**config.mk**
```make
export PLATFORM = sky130hd
export DESIGN_NAME = ps2_host_tx
export DESIGN_NICKNAME = d
export VERILOG_FILES = /design/src/rtl/ps2_host_tx_pkg.sv /design/src/rtl/ps2_host_tx_sync.sv /design/src/rtl/ps2_host_tx.sv
export SDC_FILE = /design/constraint.sdc
export NUM_CORES = 1
export LEC_CHECK = 0
export BUFFER_PORTS_ARGS = -buffer_cell sky130_fd_sc_hd__buf_4
export CAP_MARGIN = 25
export CORE_MARGIN = 2
export CORE_UTILIZATION = 45
export CTS_CLUSTER_DIAMETER = 200
export DETAILED_ROUTE_END_ITERATION = 10
export HOLD_SLACK_MARGIN = 0.03
export PLACE_DENSITY_LB_ADDON = 0.25
export SYNTH_ARGS = -nofsm -noshare
export SYNTH_HDL_FRONTEND = slang
export SYNTH_HIERARCHICAL = 1
export SYNTH_SLANG_ARGS = --single-unit
```
**constraint.sdc**
```tcl
create_clock -name clk -period 4.7 [get_ports clk]
set_clock_uncertainty 0.2 [all_clocks]
set_input_delay 0.705 -clock clk [delete_from_list [all_inputs] [get_ports clk]]
set_output_delay 0.705 -clock clk [all_outputs]
set_load 0.01 [all_outputs]
```
**src/rtl/ps2_host_tx_pkg.sv**
```systemverilog
// ps2_host_tx_pkg: shared definitions for the PS/2 host-to-device transmitter.
//   - register offsets on the a/d/we/spo peripheral bus
//   - status bit positions in the DATA/STATUS read word
//   - transmitter state encoding
//   - odd-parity helper used for the frame parity bit
package ps2_host_tx_pkg;

  // Register select values on input a
  localparam logic PS2TX_DATA = 1'b0;
  localparam logic PS2TX_CTRL = 1'b1;

  // Status bit positions in the DATA/STATUS read word (bits 7:0 hold txbyte)
  localparam int ST_BIT_BUSY    = 8;
  localparam int ST_BIT_DONE    = 9;
  localparam int ST_BIT_ACK_OK  = 10;
  localparam int ST_BIT_NOACK   = 11;
  localparam int ST_BIT_TIMEOUT = 12;

  typedef enum logic [2:0] {
    ST_IDLE     = 3'd0,
    ST_INHIBIT  = 3'd1,
    ST_REQ      = 3'd2,
    ST_SEND     = 3'd3,
    ST_ACK      = 3'd4,
    ST_WAITIDLE = 3'd5
  } tx_state_e;

  // PS/2 uses odd parity: the parity bit makes the total count of ones odd
  function automatic logic odd_parity(input logic [7:0] data);
    return ~^data;
  endfunction

endpackage

```
**src/rtl/ps2_host_tx_sync.sv**
```systemverilog
// ps2_sync: two-flop synchronizers for the PS/2 clock and data pins plus a
// falling-edge detector on the synchronized clock. Usable by the receive path.
// Ports:
//   clk, rst            system clock, synchronous active-high reset
//   ps2_clk_i           asynchronous PS/2 clock pin level
//   ps2_data_i          asynchronous PS/2 data pin level
//   sync_clk, sync_data synchronized pin levels
//   fall                one-cycle pulse on a synchronized clock falling edge
module ps2_sync (
  input  logic clk,
  input  logic rst,
  input  logic ps2_clk_i,
  input  logic ps2_data_i,
  output logic sync_clk,
  output logic sync_data,
  output logic fall
);

  logic clk_meta_r;
  logic clk_sync_r;
  logic clk_prev_r;
  logic data_meta_r;
  logic data_sync_r;

  // Synchronizer chains; reset to the idle-high bus level so no edge is
  // fabricated when reset is released
  always_ff @(posedge clk) begin
    if (rst) begin
      clk_meta_r  <= 1'b1;
      clk_sync_r  <= 1'b1;
      clk_prev_r  <= 1'b1;
      data_meta_r <= 1'b1;
      data_sync_r <= 1'b1;
    end else begin
      clk_meta_r  <= ps2_clk_i;
      clk_sync_r  <= clk_meta_r;
      clk_prev_r  <= clk_sync_r;
      data_meta_r <= ps2_data_i;
      data_sync_r <= data_meta_r;
    end
  end

  assign sync_clk  = clk_sync_r;
  assign sync_data = data_sync_r;
  assign fall      = clk_prev_r & ~clk_sync_r;

endmodule

```
**src/rtl/ps2_host_tx.sv**
```systemverilog
// ps2_host_tx: host-to-device PS/2 transmitter on the a/d/we/spo bus.
// Ports:
//   clk, rst                  system clock, synchronous active-high reset
//   a                         register select (0 = DATA/STATUS, 1 = CTRL)
//   d, we                     write data and single-cycle write strobe
//   spo                       combinational read data
//   ps2_clk_i, ps2_data_i     asynchronous PS/2 pin levels
//   ps2_clk_oe, ps2_data_oe   1 = pull the line low (open drain)
//   irq                       level interrupt, follows the done status bit
// Frame: inhibit clock, request-to-send (data low), then the device clocks
// out 8 data bits LSB first, odd parity, stop, and answers with an ack bit.
module ps2_host_tx
  import ps2_host_tx_pkg::*;
#(
  parameter int CLOCK_FREQ = 62500000,
  parameter int INHIBIT_US = 100,
  parameter int TIMEOUT_MS = 15
) (
  input  logic        clk,
  input  logic        rst,
  input  logic        a,
  input  logic [31:0] d,
  input  logic        we,
  output logic [31:0] spo,
  input  logic        ps2_clk_i,
  input  logic        ps2_data_i,
  output logic        ps2_clk_oe,
  output logic        ps2_data_oe,
  output logic        irq
);

  localparam int INHIBIT_CYC = CLOCK_FREQ / 1000000 * INHIBIT_US;
  localparam int TIMEOUT_CYC = CLOCK_FREQ / 1000 * TIMEOUT_MS;
  localparam int INH_W = $clog2(INHIBIT_CYC + 1);
  localparam int TMO_W = $clog2(TIMEOUT_CYC + 1);
  localparam logic [INH_W-1:0] INH_LAST = INH_W'(INHIBIT_CYC - 1);
  localparam logic [TMO_W-1:0] TMO_LAST = TMO_W'(TIMEOUT_CYC - 1);

  logic sync_clk_s;
  logic sync_data_s;
  logic fall_s;

  tx_state_e        state_r,       state_next_s;
  logic [INH_W-1:0] inh_cnt_r,     inh_cnt_next_s;
  logic [TMO_W-1:0] tmo_cnt_r,     tmo_cnt_next_s;
  logic [3:0]       bitcnt_r,      bitcnt_next_s;
  logic [7:0]       txbyte_r,      txbyte_next_s;
  logic             done_r,        done_next_s;
  logic             ack_ok_r,      ack_ok_next_s;
  logic             err_noack_r,   err_noack_next_s;
  logic             err_timeout_r, err_timeout_next_s;
  logic             clk_oe_r,      clk_oe_next_s;
  logic             data_oe_r,     data_oe_next_s;

  logic wr_data_s;
  logic wr_ctrl_s;
  logic tmo_hit_s;
  logic busy_s;
  logic unused_d_s;

  ps2_sync u_sync (
    .clk        (clk),
    .rst        (rst),
    .ps2_clk_i  (ps2_clk_i),
    .ps2_data_i (ps2_data_i),
    .sync_clk   (sync_clk_s),
    .sync_data  (sync_data_s),
    .fall       (fall_s)
  );

  assign wr_data_s  = we & (a == PS2TX_DATA);
  assign wr_ctrl_s  = we & (a == PS2TX_CTRL) & d[0];
  assign tmo_hit_s  = (tmo_cnt_r == TMO_LAST);
  assign busy_s     = (state_r != ST_IDLE);
  assign unused_d_s = ^d[31:8];

  // Next-state, next-output and status update logic. A CTRL clear is applied
  // first so that any completion in the same cycle overrides it.
  always_comb begin
    state_next_s       = state_r;
    inh_cnt_next_s     = inh_cnt_r;
    tmo_cnt_next_s     = tmo_cnt_r;
    bitcnt_next_s      = bitcnt_r;
    txbyte_next_s      = txbyte_r;
    done_next_s        = done_r;
    ack_ok_next_s      = ack_ok_r;
    err_noack_next_s   = err_noack_r;
    err_timeout_next_s = err_timeout_r;
    clk_oe_next_s      = clk_oe_r;
    data_oe_next_s     = data_oe_r;

    if (wr_ctrl_s) begin
      done_next_s        = 1'b0;
      ack_ok_next_s      = 1'b0;
      err_noack_next_s   = 1'b0;
      err_timeout_next_s = 1'b0;
    end else begin
      done_next_s        = done_r;
      ack_ok_next_s      = ack_ok_r;
      err_noack_next_s   = err_noack_r;
      err_timeout_next_s = err_timeout_r;
    end

    case (state_r)
      ST_IDLE: begin
        clk_oe_next_s  = 1'b0;
        data_oe_next_s = 1'b0;
        if (wr_data_s) begin
          txbyte_next_s      = d[7:0];
          done_next_s        = 1'b0;
          ack_ok_next_s      = 1'b0;
          err_noack_next_s   = 1'b0;
          err_timeout_next_s = 1'b0;
          inh_cnt_next_s     = {INH_W{1'b0}};
          clk_oe_next_s      = 1'b1;
          state_next_s       = ST_INHIBIT;
        end else begin
          state_next_s = ST_IDLE;
        end
      end

      // Hold the clock low; device edges are ignored here
      ST_INHIBIT: begin
        clk_oe_next_s  = 1'b1;
        data_oe_next_s = 1'b0;
        if (inh_cnt_r == INH_LAST) begin
          clk_oe_next_s  = 1'b0;
          data_oe_next_s = 1'b1;
          state_next_s   = ST_REQ;
        end else begin
          inh_cnt_next_s = inh_cnt_r + {{(INH_W-1){1'b0}}, 1'b1};
        end
      end

      // Start bit is already on the line; release clock and arm the counters
      ST_REQ: begin
        clk_oe_next_s  = 1'b0;
        data_oe_next_s = 1'b1;
        tmo_cnt_next_s = {TMO_W{1'b0}};
        bitcnt_next_s  = 4'd0;
        state_next_s   = ST_SEND;
      end

      // bitcnt_r holds the falls seen so far; the new fall is bitcnt_r + 1
      ST_SEND: begin
        if (fall_s) begin
          tmo_cnt_next_s = {TMO_W{1'b0}};
          bitcnt_next_s  = bitcnt_r + 4'd1;
          if (bitcnt_r < 4'd8) begin
            data_oe_next_s = ~txbyte_r[bitcnt_r[2:0]];
          end else if (bitcnt_r == 4'd8) begin
            data_oe_next_s = ~odd_parity(txbyte_r);
          end else begin
            data_oe_next_s = 1'b0;
            state_next_s   = ST_ACK;
          end
        end else if (tmo_hit_s) begin
          clk_oe_next_s      = 1'b0;
          data_oe_next_s     = 1'b0;
          err_timeout_next_s = 1'b1;
          done_next_s        = 1'b1;
          state_next_s       = ST_IDLE;
        end else begin
          tmo_cnt_next_s = tmo_cnt_r + {{(TMO_W-1){1'b0}}, 1'b1};
        end
      end

      // Device pulls data low during this clock pulse to acknowledge
      ST_ACK: begin
        if (fall_s) begin
          tmo_cnt_next_s = {TMO_W{1'b0}};
          if (sync_data_s == 1'b0) begin
            ack_ok_next_s = 1'b1;
          end else begin
            err_noack_next_s = 1'b1;
          end
          state_next_s = ST_WAITIDLE;
        end else if (tmo_hit_s) begin
          clk_oe_next_s      = 1'b0;
          data_oe_next_s     = 1'b0;
          err_timeout_next_s = 1'b1;
          done_next_s        = 1'b1;
          state_next_s       = ST_IDLE;
        end else begin
          tmo_cnt_next_s = tmo_cnt_r + {{(TMO_W-1){1'b0}}, 1'b1};
        end
      end

      // Finish once the device has released both lines
      ST_WAITIDLE: begin
        if (sync_clk_s && sync_data_s) begin
          done_next_s  = 1'b1;
          state_next_s = ST_IDLE;
        end else if (fall_s) begin
          tmo_cnt_next_s = {TMO_W{1'b0}};
        end else if (tmo_hit_s) begin
          clk_oe_next_s      = 1'b0;
          data_oe_next_s     = 1'b0;
          err_timeout_next_s = 1'b1;
          done_next_s        = 1'b1;
          state_next_s       = ST_IDLE;
        end else begin
          tmo_cnt_next_s = tmo_cnt_r + {{(TMO_W-1){1'b0}}, 1'b1};
        end
      end

      default: begin
        clk_oe_next_s  = 1'b0;
        data_oe_next_s = 1'b0;
        state_next_s   = ST_IDLE;
      end
    endcase
  end

  // State, counter, status and line-driver registers
  always_ff @(posedge clk) begin
    if (rst) begin
      state_r       <= ST_IDLE;
      inh_cnt_r     <= {INH_W{1'b0}};
      tmo_cnt_r     <= {TMO_W{1'b0}};
      bitcnt_r      <= 4'd0;
      txbyte_r      <= 8'd0;
      done_r        <= 1'b0;
      ack_ok_r      <= 1'b0;
      err_noack_r   <= 1'b0;
      err_timeout_r <= 1'b0;
      clk_oe_r      <= 1'b0;
      data_oe_r     <= 1'b0;
    end else begin
      state_r       <= state_next_s;
      inh_cnt_r     <= inh_cnt_next_s;
      tmo_cnt_r     <= tmo_cnt_next_s;
      bitcnt_r      <= bitcnt_next_s;
      txbyte_r      <= txbyte_next_s;
      done_r        <= done_next_s;
      ack_ok_r      <= ack_ok_next_s;
      err_noack_r   <= err_noack_next_s;
      err_timeout_r <= err_timeout_next_s;
      clk_oe_r      <= clk_oe_next_s;
      data_oe_r     <= data_oe_next_s;
    end
  end

  // Read mux: DATA/STATUS word or zero for CTRL
  always_comb begin
    spo = 32'd0;
    if (a == PS2TX_DATA) begin
      spo[7:0]            = txbyte_r;
      spo[ST_BIT_BUSY]    = busy_s;
      spo[ST_BIT_DONE]    = done_r;
      spo[ST_BIT_ACK_OK]  = ack_ok_r;
      spo[ST_BIT_NOACK]   = err_noack_r;
      spo[ST_BIT_TIMEOUT] = err_timeout_r;
    end else begin
      spo = 32'd0;
    end
  end

  assign ps2_clk_oe  = clk_oe_r;
  assign ps2_data_oe = data_oe_r;
  assign irq         = done_r;

endmodule
```
==> results of run 1 <==
## cell usage after synthesis, drive strengths merged, types with 2 or more instances
cell type / count
a31oi: 4
and2b: 2
dfxtp: 59
mux4: 2
buf: 29
and4bb: 3
a21o: 4
o211ai: 7
or4: 12
xnor2: 17
or3: 5
or2: 5
mux2i: 8
nand4: 8
nor3b: 4
nand2b: 2
nor2: 42
clkbuf: 7
nand3b: 2
a31o: 2
a21oi: 21
nand2: 29
inv: 9
and4: 3
nand3: 14
ha: 4
o21ai: 16
a22oi: 7
xor2: 2
a211oi: 2
nor3: 9
and3: 6
nor4: 6
or4b: 3
nor2b: 15
o31ai: 4
o22ai: 2
## stage by stage
step,std cells,power [mW]
6_report,512,1.00
5_1_grt,512,1.05
4_1_cts,512,1.02
3_5_place_dp,498,0.613
3_3_place_gp,498,0.611
2_1_floorplan,405,0.612
## routing by layer
| layer | track usage, % | wire length (um) |
|---|---|---|
| met3 | 5.08 | 258 |
| met1 | 24.5 | 3270 |
| met2 | 29.0 | 3150 |
| met5 | 0 | 0 |
| met4 | 7.60 | 146 |
## layout make-up
| cell class | instances | area (um^2) | area share (%) |
|---|---|---|---|
| clock buffer | 11 | 151 | 4.16 |
| clock inverter | 3 | 15.0 | 0.413 |
| inverter | 9 | 33.8 | 0.929 |
| multi-input combinational | 301 | 1910 | 52.4 |
| tap | 99 | 124 | 3.41 |
| timing repair buffer | 30 | 225 | 6.19 |
| sequential | 59 | 1180 | 32.5 |
## registers in the layout, summed over array words and instances (netlist names)
| name | count |
|---|---|
| bitcnt_r | 4 |
| ps2_clk_oe | 1 |
| u_sync/sync_data | 1 |
| u_sync/sync_clk | 1 |
| err_noack_r | 1 |
| tmo_cnt_r | 20 |
| u_sync/clk_prev_r | 1 |
| err_timeout_r | 1 |
| u_sync/clk_meta_r | 1 |
| u_sync/data_meta_r | 1 |
| state_r | 3 |
| ack_ok_r | 1 |
| txbyte_r | 8 |
| ps2_data_oe | 1 |
| irq | 1 |
| inh_cnt_r | 13 |
## worst max-delay path: stages, from the launching register on
cell and delay (ps):
dfxtp_1 680, nor3_1 190, nand3_1 520, nand2_1 510, or4_1 610, o21ai_0 90
## worst min path at each step
stage,depth (start not counted),to,from,slack [ps]
after global routing,1,u_sync/sync_clk,u_sync/clk_meta_r,220
after detailed placement,1,u_sync/sync_data,u_sync/data_meta_r,190
after global placement,1,u_sync/sync_data,u_sync/data_meta_r,190
after floorplan,1,u_sync/sync_data,u_sync/data_meta_r,180
after CTS,1,u_sync/sync_data,u_sync/data_meta_r,210
final,1,u_sync/sync_clk,u_sync/clk_meta_r,210
## power by group through the flow
stage / logic, mW / registers, mW / clock network, mW
6_report: 0.0822 / 0.519 / 0.402
5_1_grt: 0.0923 / 0.521 / 0.440
4_1_cts: 0.0827 / 0.519 / 0.414
3_5_place_dp: 0.0825 / 0.531 / 0
3_3_place_gp: 0.0807 / 0.530 / 0
2_1_floorplan: 0.0853 / 0.527 / 0
## cells by family (layout without fill, tap and decap cells)
kind of cell	Yosys count	after routing	synth area share (%)
and+or+nand+nor	176	176	31.2
AOI/OAI and AO/OA	72	72	13.9
DFF	59	59	35.9
buffers and inverters	45	53	8.11
xor gates and xnor gates	19	19	5.06
muxes	11	11	4.15
adders and majority gates	4	4	1.52
other	1	19	0.114
## cells in the final DEF (no fill, tap or decap), drive strengths merged, types with 3 or more instances in the layout
cell type  count
xnor2         17
nor2b         15
o31ai          4
or4           12
or4b           3
o21ai         16
nor2          42
a21oi         21
a22oi          7
buf           30
or2            5
clkinv         3
and4           3
ha             4
a21o           4
nor3           9
mux2i          8
conb          19
and4bb         3
nand3         14
or3            5
clkbuf        11
inv            9
dfxtp         59
nand2         29
nor4           6
nand4          8
and3           6
a31oi          4
o211ai         7
nor3b          4
==> summary.md, run 1 <==
| Metric | Value |
|---|---|
| DR WL/cell | 13.3 um |
| Vias in the first global route | 2477 |
| Slew @ Worst Pin | 957 ps |
| DRT antenna net count | 0 |
| GRT Residual Overflow | 0 |
| IO Port Bufs | 29 |
| CP endpoint kind | flop |
| CORE AREA | 7180 um^2 |
| Pre-CTS setup slack | 1730 ps |
| Die height | 89.5 um |
| R2R Path End | inh_cnt_r[9] |
| Setup repair after global routing missed its margin | false |
| Mapped cell area | 3290 um^2 |
| # IOs | 73 |
| Final wirelength | 6.82 mm |
| Iter 0 DRT Violations | 131 |
| Die area | 8000 um^2 |
| Sequential element share of the synthesized area | 35.9% |
| Final core utilization | 50.7% |
| Worst hold slack | 207 ps |
| FMAX | 346 MHz |
| Area growth from synthesis to layout | 10.7% |
| Worst-path clk slew | 70 ps |
| Crit path DAT | 2950 ps |
| Internal | 0.753 mW |
| Slew headroom | 36.1% |
| GPL Wtd Cong | 0.800 |
| Area after DPL | 3470 um^2 |
| Setup TNS | 0 ps |
| Fin. max-slew vios | 0 |
| Initial antenna violation count | 0 |
| Vias per cell | 5.45 |
| Post-CTS Hold Buffers | 0 |
| Clk_lat worst skew | 340 ps |
| Fill count | 703 |
| Top cell type's share of synthesized area | 35.9% |
| Top fanout value on the critical path | 19 |
| #FFs+latches synth | 59 |
| Final WS setup | 1810 ps |
| Overall Global Routing Usage | 18.6% |
| Status | completed |
| Root buf cell | clkbuf_8 |
| CTS resizes | 0 |
| Number of flops mapped to enable cells by yosys | 0 |
| R2R depth | 5 |
| Largest net degree at the start of global routing | 29 |
| Cell Pwr Density | 276 nW/um^2 |
| FFs w/ async S/R, synth | 0% |
| YS warnings | 6 |
| Final Setup Violations | 0 |
| CTS buffer count | 9 |
| Clock power share | 40.1% |
| Unique cell type count in the Yosys netlist | 61 |
| TritonRoute pass-1 iters | 4 |
| CTS HTree Levels | 3 |
| Static leakage | 1.36 nW |
| Antenna cells | 0 |
| Post-layout min period | 2890 ps |
| Logic gate share of total power | 8.2% |
| WS Path Type | flop to flop |
| Share of layout cells above drive strength 1 | 15.3% |
| Flop-to-flop setup slack | 1810 ps |
| Reg2Reg Launch Point | state_r[0] |
| Mapped Cells | 387 |
| Required time worst endpoint | 4760 ps |
| Endpoints failing hold | 0 |
| Die span in x | 89.5 um |
| Top cell type by total area after synthesis | dfxtp_1 |
| Initial Util | 45.8% |
| Post-route cell area | 3640 um^2 |
| Top cells by area, synth | dfxtp_1 36%, nor2_1 4.8%, buf_4 4.6%, xnor2_1 4.5%, nand2_1 3.3% |
| TritonCTS clock tree | yes |
| Total of max-cap violations | 0 |
| Sequential fraction of design power | 51.7% |
| DRC | 0 |
| DP Wirelength | 4.68 mm |
| Worst setup SP type | flop |
| Clk buf depth | 2 |
| Final worst path period share | 61.5% |
| First-pass GRT wire length | 11.5 mm |
| Row count | 31 |
| CTS sink cnt | 59 |
| Maximum vdd drop | 0.157 mV |
| Post-CTS Setup Bufs | 0 |
| Via count | 2791 |
| Ys flop type | dfxtp_1 |
| Syn avg cell area | 8.49 um^2 |
| CP Capture Point | inh_cnt_r[9] |
| Net Sw Frac | 24.9% |
| CP startpoint | state_r[0] |
| P_sw | 0.250 mW |
| Nets | 452 |
| Hold Path Class | flop to flop |
No activity file was read; power rests on OpenSTA's default activity.
==> run 2: changes to the inputs <==
==> constraint.sdc (replaced) <==
create_clock -name clk -period 2.85 [get_ports clk]
set_clock_uncertainty 0.2 [all_clocks]
set_input_delay 0.4275 -clock clk [delete_from_list [all_inputs] [get_ports clk]]
set_output_delay 0.4275 -clock clk [all_outputs]
set_load 0.01 [all_outputs]
==> run 2 against run 1 <==
Sequential power grew 65%. Core utilization grew 1.3 points. Non-clock buffer count grew 6. Die area is the same. Critical path type unchanged.
==> summary.md, run 2 (synthesized netlist as in run 1, its figures left out) <==
| Metric | Value |
|---|---|
| Status | completed |
| Hold path depth | 2 |
| Initial Util | 45.8% |
| FMAX | 431 MHz |
| Max reg flops | 20 |
| Most common cell after layout, fill and taps aside | dfxtp_1 |
| Via count | 2776 |
| Die area | 8000 um^2 |
| WS Path Type | flop to flop |
| GRT Residual Overflow | 0 |
| CTS HTree Levels | 3 |
| Antenna cells | 0 |
| DP Wirelength | 4.86 mm |
| Largest net degree at the start of global routing | 28 |
| Critical path's largest stage delay | 520 ps |
| Net Sw Frac | 23.4% |
| Cell Pwr Density | 492 nW/um^2 |
| CORE AREA | 7180 um^2 |
| Top fanout value on the critical path | 25 |
| Most frequent cells in the layout | 59 x dfxtp_1, 42 x nor2_1, 36 x buf_4, 29 x nand2_1, 20 x a21oi_1 |
| Vias per cell | 5.35 |
| Post-CTS Setup Bufs | 0 |
| Post-layout min period | 2320 ps |
| Pwr Total | 1.84 mW |
| DRC | 0 |
| Required time worst endpoint | 2920 ps |
| Setup TNS | 0 ps |
| Share of layout cells above drive strength 1 | 16.7% |
| Post-CTS Hold Buffers | 0 |
| Fin. max-slew vios | 0 |
| Area after DPL | 3510 um^2 |
| Maximum vdd drop | 0.261 mV |
| TritonCTS clock tree | yes |
| Die span in x | 89.5 um |
| Die height | 89.5 um |
| Logic gate share of total power | 7.8% |
| Vias in the first global route | 2485 |
| Final wirelength | 6.87 mm |
| CTS buffer count | 9 |
| Total of max-cap violations | 0 |
| Static leakage | 1.41 nW |
| Clk buf depth | 2 |
| Internal | 1.41 mW |
| Root buf cell | clkbuf_8 |
| Worst setup SP type | flop |
| IO Port Bufs | 29 |
| CP max-delay cell | or4_1 |
| Overall Global Routing Usage | 18.7% |
| Area growth from synthesis to layout | 13.5% |
| DR WL/cell | 13.2 um |
| Final worst path period share | 81.5% |
| TritonRoute pass-1 iters | 6 |
| Endpoints failing hold | 0 |
| Slew headroom | 59.4% |
| GPL Wtd Cong | 0.815 |
| Crit path DAT | 2390 ps |
| Post-route cell area | 3730 um^2 |
| P_sw | 0.431 mW |
| Row count | 31 |
| Setup repair after global routing missed its margin | false |
| Crit path cell chain | ha_1 -> and2_1 -> and4_1 -> o21a_4 -> or4_1 -> a21oi_1 |
| CTS resizes | 0 |
| CP endpoint kind | flop |
| Clk_lat worst skew | 350 ps |
| R2R depth | 6 |
| First-pass GRT wire length | 11.7 mm |
| CTS sink cnt | 59 |
| Slew @ Worst Pin | 605 ps |
| Sequential fraction of design power | 46.5% |
| Clock power share | 45.7% |
| Largest regs | tmo_cnt_r (20), inh_cnt_r (13), txbyte_r (8) |
| Hold Path Class | input port to flop |
| Iter 0 DRT Violations | 151 |
| # IOs | 73 |
| Nets | 458 |
| Register with the most flip-flops | tmo_cnt_r |
| Worst-path clk slew | 70 ps |
| DRT antenna net count | 0 |
| Final Setup Violations | 0 |
| Initial antenna violation count | 0 |
-- run 2: cell types whose count changed in the layout (fill, tap and decap cells not counted) --
cell / change
clkinv_2: -1
clkbuf_8: -1
bufinv_16: +2
buf_4: +6
clkinvlp_4: +1
-- run 2: power groups by stage --
| stage | Sequential (mW) | Clock, mW | Combinational (mW) |
|---|---|---|---|
| finish | 0.854 | 0.840 | 0.143 |
| global route | 0.856 | 0.900 | 0.159 |
| CTS | 0.854 | 0.856 | 0.143 |
| detailed placement | 0.873 | 0 | 0.142 |
| global placement | 0.872 | 0 | 0.141 |
| floorplan | 0.868 | 0 | 0.141 |
-- run 2: worst paths after layout --
path	start	end	slack, ps
hold reg to reg	u_sync/clk_meta_r	u_sync/sync_clk	210
setup reg to reg	inh_cnt_r[0]	inh_cnt_r[11]	530
setup / recovery	inh_cnt_r[0]	inh_cnt_r[11]	530
hold / removal	ps2_data_i	u_sync/data_meta_r	60
-- run 2: critical path, delay by kind of cell, from the launching register on --
family / cells / cell delay, ps
AO/OA/AOI/OAI: 2 / 460
adder cells (fa/ha/maj): 1 / 230
flip-flops: 1 / 340
AND/OR/NAND/NOR: 3 / 1010
-- run 2: final cells by class --
class	count	area, um^2
Fill cell	704	3450
Multi-Input combinational cell	301	1910
Sequential cell	59	1180
Timing Repair Buffer	36	270
Clock buffer	10	138
Tap cell	99	124
Clock inverter	5	77.6
Inverter	9	33.8
-- run 2: through the flow --
step                hold WS (ps)  std cells  util, %  setup WS, ps
floorplan                    183        405        -           726
global placement             189        504     49.0           586
detailed placement           196        504     49.0           565
CTS                         52.6        519     52.0           543
global route                51.1        519     52.0           406
finish                      63.4        519     52.0           528
-- run 2: per-layer routing --
layer	part of all wire [%]	track usage, %
met1	49	25.6
met2	46	28.3
met3	3.8	5.26
met4	1.1	6.38
met5	0	0
